$ cat config.mk
export PLATFORM = sky130hd
export DESIGN_NAME = store_unit
export DESIGN_NICKNAME = d
export VERILOG_FILES = /design/src/rtl/store_unit.sv
export SDC_FILE = /design/constraint.sdc
export NUM_CORES = 1
export LEC_CHECK = 0
export BUFFER_PORTS_ARGS = -buffer_cell sky130_fd_sc_hd__clkbuf_2
export CAP_MARGIN = 10
export CORE_ASPECT_RATIO = 2
export CORE_MARGIN = 4
export CORE_UTILIZATION = 55
export CTS_BUF_LIST = sky130_fd_sc_hd__clkbuf_16
export DETAILED_ROUTE_END_ITERATION = 16
export PLACE_DENSITY = 0.86
export SETUP_SLACK_MARGIN = 0.15
export SYNTH_ARGS = -nofsm -noshare
export SYNTH_HDL_FRONTEND = slang
export SYNTH_SLANG_ARGS = --single-unit
$ cat constraint.sdc
create_clock -name clk -period 2.6 [get_ports clk]
set_clock_uncertainty 0.05 [all_clocks]
set_input_delay 0.52 -clock clk [delete_from_list [all_inputs] [get_ports clk]]
set_output_delay 0.52 -clock clk [all_outputs]
set_load 0.01 [all_outputs]
$ cat src/rtl/store_unit.sv
// store_unit: single-request word store with load/store handshake.
//
// A request (store or load) is accepted in IDLE, executed in WRITE or READ,
// and answered in RESP, where it is held until the consumer takes it. Each
// implemented word carries a written flag: loads of never-written words
// return 0. store_count tracks how many distinct words have been written.
//
// Ports:
//   clk          clock, all state updates on rising edge
//   rst          asynchronous active-high reset
//   req_valid    request present
//   req_ready    unit can accept a request (IDLE only)
//   req_we       1 = store, 0 = load
//   req_addr     word address
//   Ro           data to store
//   rsp_valid    response present (RESP only)
//   rsp_ready    consumer accepts response
//   stored_data  store: echo of written word; load: word read
//   rsp_err      request addressed a word at or beyond DEPTH
//   store_count  distinct words written since reset (saturates at DEPTH)
module store_unit #(
   parameter int DATA_W = 20,
   parameter int ADDR_W = 4,
   parameter int DEPTH  = 16
) (
   input  logic              clk,
   input  logic              rst,
   input  logic              req_valid,
   output logic              req_ready,
   input  logic              req_we,
   input  logic [ADDR_W-1:0] req_addr,
   input  logic [DATA_W-1:0] Ro,
   output logic              rsp_valid,
   input  logic              rsp_ready,
   output logic [DATA_W-1:0] stored_data,
   output logic              rsp_err,
   output logic [ADDR_W:0]   store_count
);

   localparam int IDX_W = (DEPTH > 1) ? $clog2(DEPTH) : 1;
   // DEPTH may equal 2**ADDR_W, so the range compare needs one extra bit.
   localparam logic [ADDR_W:0] DEPTH_C = (ADDR_W+1)'(DEPTH);

   typedef enum logic [1:0] {
      IDLE  = 2'd0,
      WRITE = 2'd1,
      READ  = 2'd2,
      RESP  = 2'd3
   } state_t;

   state_t state;
   state_t state_nxt;

   logic [ADDR_W-1:0] addr_q;
   logic [DATA_W-1:0] data_q;
   logic              err_q;
   logic [DEPTH-1:0]  written;
   logic [DATA_W-1:0] mem [DEPTH];

   logic              in_range;
   logic [IDX_W-1:0]  idx;

   assign in_range = ({1'b0, addr_q} < DEPTH_C);
   assign idx      = addr_q[IDX_W-1:0];

   // Next-state and handshake outputs. Store/load direction is carried by
   // the WRITE/READ state itself, so req_we need not be captured.
   always_comb begin
      state_nxt = state;
      req_ready = 1'b0;
      rsp_valid = 1'b0;
      case (state)
         IDLE: begin
            req_ready = 1'b1;
            if (req_valid) begin
               state_nxt = req_we ? WRITE : READ;
            end
         end
         WRITE, READ: begin
            state_nxt = RESP;
         end
         RESP: begin
            rsp_valid = 1'b1;
            if (rsp_ready) begin
               state_nxt = IDLE;
            end
         end
         default: begin
            state_nxt = IDLE;
         end
      endcase
   end

   // err_q keeps its value after the response; masking here keeps rsp_err
   // low everywhere except RESP.
   assign rsp_err = rsp_valid & err_q;

   // Request capture: frozen from acceptance until the next acceptance.
   always_ff @(posedge clk) begin
      if (req_valid && req_ready) begin
         addr_q <= req_addr;
         data_q <= Ro;
      end
   end

   // Storage array is not reset; validity is carried by the written flags.
   always_ff @(posedge clk) begin
      if (state == WRITE && in_range) begin
         mem[idx] <= data_q;
      end
   end

   // Control state, flags, counter and response register.
   always_ff @(posedge clk or posedge rst) begin
      if (rst) begin
         state       <= IDLE;
         written     <= '0;
         store_count <= '0;
         stored_data <= '0;
         err_q       <= 1'b0;
      end else begin
         state <= state_nxt;
         if (state == WRITE) begin
            stored_data <= in_range ? data_q : '0;
            err_q       <= ~in_range;
            // Only the first write to a word counts; this also bounds the
            // counter at DEPTH.
            if (in_range && !written[idx]) begin
               written[idx] <= 1'b1;
               store_count  <= store_count + 1'b1;
            end
         end else if (state == READ) begin
            stored_data <= (in_range && written[idx]) ? mem[idx] : '0;
            err_q       <= ~in_range;
         end
      end
   end

endmodule

# == Word-level counts from Yosys, hierarchy flattened ==
# Memories as Yosys holds them, arrays and structs flattened. A register that Yosys moved wholly into a read port is not among the register bits.
# Index checks and enable logic that the tools add are counted.
# op_classes
add_sub_neg,1
n_lt_le_gt_ge,2
eq_ne,5
n_mux,18
bitwise_logic,3
n_reduce_logical,7
# op_table
operator,n
$mux 20,3
$or 16x16->16,1
$mux 1,8
$mux 2,3
$pmux 2 s3,1
$add 5x1->5 const B,1
$lt 4x5->1 const B,1
$bmux 1 s4,1
$demux 1 s4,1
$eq 2x2->1 const B,2
$ge 4x1->1 const B,1
$mux 4,1
$ne 2x2->1 const B,2
$reduce_and 2->1,2
$eq 2x1->1 const B,1
$logic_and 1x1->1,2
$logic_not 2->1,1
$reduce_bool 2->1,1
$reduce_or 2->1,1
$and 1x1->1,1
$not 1->1,1
# totals
ff_bits,68
mem_bits_rw,320
input_bits,29
out_inout_bits,28
elab_cells,44
n_memories,1
# memory_table
memory,words,width,read_ports,rd_ports_with_merged_regs,wr,line,source
mem,16,20,1,1,1,58,logic [DATA_W-1:0] mem [DEPTH];

# == Depth between registers and ports, before layout ==
# Gate-level depths: netlist of run 1.
# logic_depth
ltp_word,5
mapped_depth,7
depth_no_buf,6

# == Worst setup path after synthesis of run 1 ==
# Ideal clock, no wire load.
# synth_path
path_type,reg-to-reg
from,register state[1]
to,memory mem[0][0] (enable)
setup_time_ps,397
t_arrival_ps,2182
t_required_ps,2153
path_slack_ps,-29
path_stages_with_launch,7
path_buffers,1
synth_period_minus_slack_ps,2629
path_cell_list,dfrtp_1 inv_1 ha_1 clkbuf_1 inv_1 or3_1 nor2_1
# synth_between
elab_chain_cells,3
# synth_lines
element,line,source
"start, declared",51,state_t state;
"start signal, assigned",122,state <= state_nxt;
$eq 2x1->1,108,if (state == WRITE && in_range) begin
$mux 1,108,
$mux 1 (implied by the code),109,mem[idx] <= data_q;
"end, declared",58,
# Every way passes these cells.

# == Worst setup path in the final report of run 1 ==
# layout_path
from,register state[1]
to,memory mem[0][9] (enable)
# Same word-level chain as after synthesis.

==> flow_summary_export.csv, run 1 <==
group,metric,value,unit
yosys,synthCells,753,
floorplan,start_util,55.7,%
cells_and_area,area_growth,13.8,%
setup_path,rr_worst_depth,6,
setup_path,critical_path_arrival,2.43,ns
cts,cts_buffers,29,
cts,clkLatencyLatePin,0.56,ns
grt,busiest_layer,"met2",
setup_path,setup.worst_path.start,"state[1]$_DFFE_PP0P_",
floorplan,num_io_pins,57,
setup_path,timing.critical_path.required,2.78,ns
setup_path,crit_fanout,20,
cts,cts-root-buf,"clkbuf_16",
grt,grt_pass1_vias,8328,
cells_and_area,fin_util,63.4,%
detailed_routing,post_drt_wl_per_cell,27.6,um
cells_and_area,layout-drive-gt1-share,30.5,%
yosys,syn_avg_cell_area,19.8,sq um
cts,htreeDepth,1,
yosys,synth_top_area_share,69.2,%
yosys,yosysWarnings,0,
yosys,synth_ff_type,"edfxtp_1",
setup_path,critical_path_class,"flop to flop",
timing,finalCriticalPeriod,2.25,ns
detailed_routing,ant_nets,0,
detailed_routing,drt_first_iter_violations,857,
detailed_routing,drc,0,
yosys,synth_fp_nets,787,
power_and_ir_drop,switchingPower,0.00503,W
min_path,hold_path.class,"input port to asynchronous set/reset pin",
grt,grt_overflow_total,0,
timing,finalHoldViolCount,0,
floorplan,row_count,85,
yosys,ys_seq_area_share,77.0,%
detailed_routing,totalWireLength,33700,um
cts,cts_sinks,391,
timing,worstMarginPinSlew,0.875,ns
cts,cts_buffer_depth,3,
placed_design,finalWeightedCongestion,0.853,
cts,cts.clk_slew.worst_paths,0.07,ns
setup_path,start_kind,"flop",
grt,grt_max_degree,41,
cells_and_area,fillers,1730,
timing,whs,0.0124,ns
power_and_ir_drop,irDropWorstVdd,0.772,mV
placed_design,dp_hpwl,20700,um
power_and_ir_drop,power.density,998,nW/um^2
floorplan,die_area,30000,sq um
timing,setup_viol,0,
timing,fmax,0.445,GHz
placed_design,place_inst,1163,
cts,cts_tree,"yes",
cells_and_area,stdcell_count,1220,
detailed_routing,num_vias,7807,
floorplan,core-area,26800,sq um
power_and_ir_drop,p_leak,5.84,nW
placed_design,port_buffers,55,
yosys,ys_types,40,
grt,grt_pass1_wl,51100,um
yosys,syn-cell-area,14900,sq um
floorplan,chipHeight,241,um
grt,antenna_found_initial,0,
flow_run,drv_cap,0,
run_status,status,"complete, no violations",
detailed_routing,drt-pass1-iter-count,5,
power_and_ir_drop,seqPwrFrac,48.8,%
setup_path,critical_path.reg2reg.startpoint,"state[1]$_DFFE_PP0P_",
yosys,async_reset_ff_share,11.0,%
placed_design,place_area,16000,sq um
yosys,synth_area_leaders,"edfxtp_1 (69%), mux4_2 (13%), dfrtp_1 (7.2%)",
power_and_ir_drop,combPwrFrac,23.8,%
setup_path,regToRegSetupSlack,0.35,ns
cells_and_area,final_cell_area,17000,sq um
setup_path,critPathCapture,"mem[0][9]$_DFFE_PP_",
grt,grt_use_met1,26.8,%
setup_path,timing.rr.end,"mem[0][9]$_DFFE_PP_",
cells_and_area,antenna_cells,0,
power_and_ir_drop,clockPowerShare,27.4,%
cts,cts_resized,0,
grt,grt.met2_usage,40.9,%
yosys,ys_ff_latch,391,
grt,grt_usage,22.8,%
cells_and_area,final_nets,883,
timing,rsz0062_at_grt,"no",
detailed_routing,routed_via_density,6.40,
timing,fin_crit_sh,86.5,%
grt,use_met3,3.19,%
power_and_ir_drop,p_int,0.0119,W
timing,drv_slew,0,
yosys,synth_top_area_cell,"edfxtp_1",
floorplan,die_x,124,um
power_and_ir_drop,p_sw_share,29.7,%
yosys,synth_edf_count,344,
setup_path,cp-end-kind,"flop",
timing,slew_headroom,41.7,%
## per-stage QoR
stage                     worst slack [ns]  setup TNS (ns)  total power [W]
after floorplan                    -0.0290           -2.32           0.0108
after global placement               0.347               0           0.0122
after detailed placement             0.317               0           0.0124
after CTS                            0.307               0           0.0170
after global routing                 0.237               0           0.0176
final                                0.351               0           0.0170
## metal layers
metal | routed length (um) | vias to the layer above
met1 | 11200 | 4015
met2 | 18200 | 454
li1 | - | 3223
met4 | 1840 | 0
met5 | 0 | -
met3 | 2490 | 115
## critical path, stage by stage, from the launching register on
cell and delay, ns:
dfrtp_1 0.40, inv_1 0.11, ha_1 0.35, inv_1 0.09, or3_1 0.42, nor2_2 0.11
buf_4 0.37
## cell usage after synthesis, types with 2 or more instances
library cell,n
a21o_1,16
a22oi_1,40
a31oi_1,20
buf_1,4
buf_2,10
clkbuf_1,25
dfrtp_1,43
dfxtp_1,4
edfxtp_1,344
ha_1,5
inv_1,7
mux2_2,4
mux4_2,83
nand2_1,48
nand2b_1,2
nand3_1,23
nand3b_1,2
nor2_1,44
nor2b_1,2
nor3_1,3
o21ai_0,3
xor2_1,3
## final cells by class
cell class / instances / area [sq um] / area share (%)
multi-input combinational: 314 / 3280 / 19.3
clock inverter: 25 / 255 / 1.50
tap: 348 / 435 / 2.56
inverter: 7 / 26.3 / 0.155
clock buffer: 29 / 726 / 4.27
sequential: 391 / 11500 / 67.6
timing repair buffer: 106 / 771 / 4.54
## power by group through the flow
stage / registers (W) / logic (W) / clock network (W)
floorplan: 0.00822 / 0.00262 / 0
CTS: 0.00830 / 0.00402 / 0.00468
global route: 0.00838 / 0.00430 / 0.00497
finish: 0.00828 / 0.00403 / 0.00465
detailed placement: 0.00842 / 0.00395 / 0
global placement: 0.00837 / 0.00384 / 0
## logic make-up (layout without fill, tap and decap cells)
kind of cell | Yosys count | count (layout) | synth area share, %
and+or+nand+nor | 134 | 134 | 4.03
DFF | 391 | 391 | 77.0
adders and majority gates | 5 | 5 | 0.419
AOI/OAI and AO/OA | 80 | 80 | 3.80
xor gates and xnor gates | 4 | 4 | 0.235
other | 1 | 1 | 0.0251
buffers and inverters | 48 | 167 | 1.37
muxes | 90 | 90 | 13.2
## how the worst min path moves through the flow
stage / start / end / slack [ns]
after global routing: Ro[17] / data_q[17]$_DFFE_PP_ / 0.06
after detailed placement: written[5]$_DFFE_PP0P_ / written[5]$_DFFE_PP0P_ / 0.39
final: rst / state[0]$_DFFE_PP0P_ / 0.01
after floorplan: written[5]$_DFFE_PP0P_ / written[5]$_DFFE_PP0P_ / 0.37
after CTS: rst / store_count[4]$_DFFE_PP0P_ / 0.04
after global placement: written[13]$_DFFE_PP0P_ / written[13]$_DFFE_PP0P_ / 0.38
## repair_timing
action                                  in CTS  in global routing
endpoints found under the setup margin       0                  1
setup buffers                                0                  3
hold buffers                                 0                  0
## flip-flops by register name, indices dropped and copies added (netlist names), named ones only
signal and flops:
addr_q 4, data_q 20, mem 320, state 2, store_count 5, stored_data 20
written 16
## layout by cell type, fill, tap and decap left out, types with 3 or more instances in the layout
cell type and n:
nor3_1 3, clkbuf_16 29, a22oi_1 40, nor2_1 27, buf_4 42, clkinv_2 6
mux2_2 4, dfrtp_1 43, inv_1 10, clkinv_1 5, xor2_1 3, o21ai_0 3
buf_12 9, nand2_1 48, mux4_2 83, ha_1 5, bufinv_16 5, a31oi_1 20
nand3_1 23, clkbuf_2 55, edfxtp_1 344, nor2_2 17, a21o_1 16
No activity file was read; power rests on OpenSTA's default activity.
==> inputs of run 2 (changes only) <==
- CORE_MARGIN: 4 -> unset
- CORE_UTILIZATION: 55 -> 50
- PLACE_DENSITY: 0.86 -> 0.8
==> flow_summary_export.csv, run 2 (same netlist as run 1, synthesis figures left out) <==
group,metric,value,unit
run_status,status,"complete, no violations",
flow_run,drv_cap,0,
detailed_routing,ant_nets,0,
placed_design,finalWeightedCongestion,0.805,
placed_design,place_inst,1178,
cts,cts_setup_buffers,0,
floorplan,die_x,124,um
floorplan,die_area,30600,sq um
detailed_routing,post_drt_wl_per_cell,27.6,um
placed_design,port_buffers,55,
cells_and_area,stdcell_count,1237,
cts,cts_buffers,31,
grt,use_met3,2.75,%
cells_and_area,fillers,2116,
timing,fin_crit_sh,88.3,%
cells_and_area,final_nets,882,
detailed_routing,totalWireLength,34200,um
cts,clkLatencyLatePin,0.58,ns
setup_path,critical_path_arrival,2.68,ns
timing,setup_viol,0,
grt,grt_use_met1,28.1,%
grt,grt.met2_usage,41.0,%
cts,cts-root-buf,"clkbuf_16",
cts,cts_sinks,391,
cells_and_area,final_cell_area,17000,sq um
timing,slew_headroom,56.3,%
cells_and_area,reg.largest.list,"mem (320), data_q (20), stored_data (20)",
detailed_routing,drt_first_iter_violations,753,
floorplan,row_count,89,
power_and_ir_drop,power.density,995,nW/um^2
cts,cts_buffer_depth,3,
timing,drv_slew,0,
setup_path,cp-end-kind,"flop",
placed_design,place_area,16000,sq um
timing,finalHoldViolCount,0,
setup_path,timing.critical_path.required,2.99,ns
power_and_ir_drop,power,0.0169,W
grt,busiest_layer,"met2",
cells_and_area,antenna_cells,0,
timing,fmax,0.436,GHz
floorplan,start_util,50.8,%
grt,antenna_found_initial,0,
setup_path,critical_path_class,"flop to flop",
floorplan,chipHeight,246,um
grt,grt_max_degree,47,
floorplan,num_io_pins,57,
cells_and_area,regMostFlops,"mem",
cts,cts.clk_slew.worst_paths,0.07,ns
detailed_routing,drt-pass1-iter-count,5,
cts,cts_tree,"yes",
floorplan,core-area,29400,sq um
power_and_ir_drop,p_leak,5.83,nW
grt,grt_pass1_vias,8084,
cells_and_area,largest_reg_flops,320,
setup_path,crit_fanout,19,
detailed_routing,num_vias,7817,
cts,htreeDepth,1,
detailed_routing,routed_via_density,6.32,
cells_and_area,layout-drive-gt1-share,29.9,%
timing,worstMarginPinSlew,0.656,ns
detailed_routing,drc,0,
cells_and_area,area_growth,13.8,%
setup_path,start_kind,"flop",
grt,grt_usage,23.7,%
placed_design,dp_hpwl,21400,um
grt,grt_pass1_wl,50700,um
timing,finalCriticalPeriod,2.30,ns
timing,rsz0062_at_grt,"no",
cells_and_area,final_cell_mix,"edfxtp_1 (344), mux4_2 (83), clkbuf_2 (55), nand2_1 (48), dfrtp_1 (43)",
cells_and_area,layout_commonest_cell,"edfxtp_1",
min_path,hold_path.class,"input port to flop",
grt,grt_overflow_total,0,
power_and_ir_drop,irDropWorstVdd,0.999,mV
[run 2: cell count changes in the layout (fill, tap and decap cells not counted), moves of 2 or more]
cell,delta
inv_6,+2
clkinv_1,+2
inv_1,+3
buf_4,-5
clkbuf_16,+2
bufinv_16,-3
[run 2: final cells by class]
cell class / count / area, sq um / share of cell area (%)
sequential: 391 / 11500 / 67.7
multi-input combinational: 314 / 3280 / 19.3
clock buffer: 31 / 776 / 4.57
timing repair buffer: 103 / 763 / 4.49
tap: 364 / 455 / 2.68
clock inverter: 27 / 185 / 1.09
inverter: 7 / 26.3 / 0.155
[run 2: worst max-delay path: stages (launching register included)]
cell     delay, ns
dfxtp_4       0.62
buf_4         0.32
mux4_2        0.53
a22oi_1       0.34
nand2_1       0.09
nand3_1       0.10
a31oi_1       0.08
[run 2: final timing paths]
| path | start | endpoint | slack (ns) | cells after the start |
|---|---|---|---|---|
| min in group asynchronous | rst | store_count[1]$_DFFE_PP0P_ | 0.48 | 3 |
| max | flop | stored_data[17]$_DFFE_PP0P_ | 0.30 | 6 |
| min | Ro[5] | data_q[5]$_DFFE_PP_ | 0.06 | 1 |
| max in group asynchronous | rst | written[4]$_DFFE_PP0P_ | 1.38 | 4 |
| min reg2reg | written[14]$_DFFE_PP0P_ | written[14]$_DFFE_PP0P_ | 0.40 | 1 |
| max reg2reg | flop | stored_data[17]$_DFFE_PP0P_ | 0.30 | 6 |
[run 2: through the flow]
step / hold slack (ns) / worst slack [ns] / util (%) / TNS [ns]
after detailed placement: 0.391 / 0.324 / 54.5 / 0
after global routing: 0.0514 / 0.166 / 57.8 / 0
after floorplan: 0.370 / -0.0290 / - / -2.32
after CTS: 0.0458 / 0.304 / 57.8 / 0
final: 0.0611 / 0.304 / 57.8 / 0
after global placement: 0.380 / 0.305 / 54.5 / 0
[run 2: report_power, final]
group          total, W  switching (W)  leakage [nW]  internal (W)
combinational   0.00403        0.00232          1.67       0.00171
sequential      0.00833       0.000658          3.66       0.00767
clock           0.00453        0.00215         0.500       0.00238
total            0.0169        0.00513          5.83        0.0118
[run 2: per-layer routing]
layer	wire length, um	part of all wire (%)
met5	0	0
met4	1980	5.8
met3	2610	7.6
met2	18300	54
met1	11300	33
[run 2: repair_timing]
item | CTS | global route
endpoints found under the setup margin | 0 | 0
endpoints found under the hold margin | 17 | 0
gates resized for setup | 0 | 0
hold buffers | 1 | 0
==> inputs of run 3 (changes only) <==
- ABC_AREA: unset -> 1
==> flow_summary_export.csv, run 3 <==
group,metric,value,unit
detailed_routing,post_drt_wl_per_cell,19.9,um
placed_design,port_buffers,55,
yosys,synthCells,1604,
timing,fmax,0.456,GHz
cells_and_area,final_cell_area,18900,sq um
setup_path,path_buf_inv,1,
cts,clkLatencyLatePin,0.52,ns
run_status,status,"complete, no violations",
setup_path,path_delay_family,"simple AND/OR/NAND/NOR gates",
setup_path,critical_path_class,"flop to flop",
setup_path,crit_top_cell,"nand2_1",
cts,holdBufCountCts,0,
cts,cts_setup_buffers,0,
yosys,ys_ff_latch,391,
floorplan,row_count,94,
setup_path,critical_path_arrival,2.58,ns
detailed_routing,totalWireLength,42100,um
yosys,synth_fp_nets,1638,
setup_path,rr_worst_depth,9,
setup_path,regToRegSetupSlack,0.41,ns
timing,worstMarginPinSlew,0.726,ns
cells_and_area,fin_util,57.2,%
yosys,yosysWarnings,0,
grt,grt_usage,25.0,%
grt,grt_pass1_wl,64700,um
cts,cts_resized,0,
floorplan,die_area,34600,sq um
detailed_routing,num_vias,11800,
floorplan,core-area,33000,sq um
yosys,ys_seq_area_share,68.0,%
cts,cts_sinks,391,
cts,htreeDepth,2,
yosys,ys_types,29,
grt,antenna_found_initial,0,
setup_path,timing.critical_path.required,2.99,ns
cells_and_area,final_cell_mix,"nand2_1 (478), edfxtp_1 (344), inv_1 (265), nand3_1 (250), clkbuf_2 (55)",
timing,finalHoldViolCount,0,
cells_and_area,antenna_cells,0,
cells_and_area,reg.largest.list,"mem (320), data_q (20), stored_data (20)",
yosys,synth_ff_type,"edfxtp_1",
cells_and_area,fillers,2521,
detailed_routing,ant_nets,0,
timing,drv_slew,0,
floorplan,chipHeight,262,um
cts,cts_buffer_depth,3,
setup_path,cp-end-kind,"flop",
power_and_ir_drop,p_leak,8.08,nW
cts,cts_tree,"yes",
grt,grt_overflow_total,0,
detailed_routing,routed_via_density,5.60,
cells_and_area,layout-drive-gt1-share,13.4,%
yosys,syn-cell-area,16900,sq um
detailed_routing,drt-pass1-iter-count,6,
yosys,synth_common_cells,"nand2_1 (478), edfxtp_1 (344), inv_1 (262)",
yosys,synth.most_common_cell,"nand2_1",
cells_and_area,area_growth,11.9,%
cts,cts_buffers,34,
placed_design,place_area,17800,sq um
cells_and_area,regMostFlops,"mem",
yosys,synth_area_leaders,"edfxtp_1 (61%), nand2_1 (11%), nand3_1 (7.4%)",
power_and_ir_drop,irDropWorstVdd,1.29,mV
cts,cts-root-buf,"clkbuf_16",
grt,grt_max_degree,118,
timing,fin_crit_sh,84.3,%
yosys,async_reset_ff_share,11.0,%
cells_and_area,largest_reg_flops,320,
setup_path,timing.rr.end,"stored_data[3]$_DFFE_PP0P_",
cts,cts.clk_slew.worst_paths,0.07,ns
setup_path,crit_path_max_incr_delay,0.60,ns
placed_design,finalWeightedCongestion,0.910,
timing,slew_headroom,51.5,%
timing,setup_viol,0,
timing,finalCriticalPeriod,2.19,ns
min_path,hold_path.class,"input port to asynchronous set/reset pin",
grt,grt_pass1_vias,12000,
cells_and_area,final_nets,1691,
power_and_ir_drop,power.density,1030,nW/um^2
cells_and_area,layout_commonest_cell,"nand2_1",
setup_path,worst_path_max_delay_cell,"dfxtp_4",
yosys,syn_avg_cell_area,10.5,sq um
detailed_routing,drc,0,
setup_path,crit_fanout,50,
floorplan,num_io_pins,57,
floorplan,die_x,132,um
yosys,synth_edf_count,344,
timing,rsz0062_at_grt,"no",
flow_run,drv_cap,0,
floorplan,start_util,51.1,%
setup_path,crit_chain,"buf_4, nand2_1, nand2_1, nand2_1, nand3_1, nand3_1, nand2_1, nand3_2, a21oi_2",
detailed_routing,drt_first_iter_violations,1342,
setup_path,start_kind,"flop",
timing,setup-tns-final,0,ns
yosys,synth_top_area_share,61.2,%
yosys,synth_top_area_cell,"edfxtp_1",
placed_design,dp_hpwl,24400,um
==> run 3: how the worst max path moves through the flow <==
| stage | from | end | slack, ns | depth (start not counted) |
|---|---|---|---|---|
| 2_1_floorplan | state[1]$_DFFE_PP0P_ | mem[3][0]$_DFFE_PP_ | 0.18 | 5 |
| 3_3_place_gp | flop | stored_data[3]$_DFFE_PP0P_ | 0.59 | 9 |
| 3_5_place_dp | flop | stored_data[3]$_DFFE_PP0P_ | 0.52 | 9 |
| 4_1_cts | flop | stored_data[3]$_DFFE_PP0P_ | 0.43 | 9 |
| 5_1_grt | flop | stored_data[3]$_DFFE_PP0P_ | 0.28 | 9 |
| 6_report | flop | stored_data[3]$_DFFE_PP0P_ | 0.41 | 9 |
==> run 3: layer usage <==
layer  wire length (um)  track usage [%]  vias up  share of wire (%)
met4               3150             19.6        0                7.5
met1              13800             27.1     5676                 33
li1                   -                -     5306                  -
met5                  0                0        -                  0
met2              22000             45.0      675                 52
met3               3150             2.41      183                7.5
==> run 3: worst register-to-register path, cell delays in order (launching register included) <==
cell and delay, ns:
dfxtp_4 0.60, buf_4 0.57, nand2_1 0.14, nand2_1 0.11, nand2_1 0.07, nand3_1 0.10, nand3_1 0.12, nand2_1 0.13
nand3_2 0.09, a21oi_2 0.13
==> run 3: cell type report <==
class | instances | area (sq um) | share of cell area (%)
Multi-Input combinational cell | 865 | 4030 | 21.3
Sequential cell | 391 | 11500 | 60.8
Tap cell | 432 | 541 | 2.86
Timing Repair Buffer | 97 | 703 | 3.72
Inverter | 268 | 1010 | 5.36
Clock buffer | 37 | 926 | 4.90
Clock inverter | 25 | 198 | 1.05
==> run 3: logic make-up after synthesis <==
group	count (synthesis)	synth area share, %
flip-flops	391	68.0
other	1	0.0222
XOR/XNOR	4	0.207
AND/OR/NAND/NOR	791	20.4
buffers and inverters	348	8.36
AO/OA/AOI/OAI	64	2.62
adder cells (fa/ha/maj)	5	0.371
==> run 3: metrics by stage <==
step / cells / worst slack (ns) / hold slack, ns / total power, W
floorplan: 1604 / 0.180 / 0.368 / 0.0123
global placement: 2053 / 0.588 / 0.384 / 0.0141
detailed placement: 2053 / 0.518 / 0.392 / 0.0144
CTS: 2115 / 0.425 / 0.101 / 0.0195
global route: 2115 / 0.279 / 0.104 / 0.0203
finish: 2115 / 0.409 / 0.0735 / 0.0195
==> run 3: power breakdown <==
part	total, W	internal, W	switching [W]	leakage (nW)
registers	0.00834	0.00771	0.000636	3.65
clock network	0.00511	0.00288	0.00223	0.555
logic	0.00601	0.00189	0.00412	3.87
total	0.0195	0.0125	0.00698	8.08
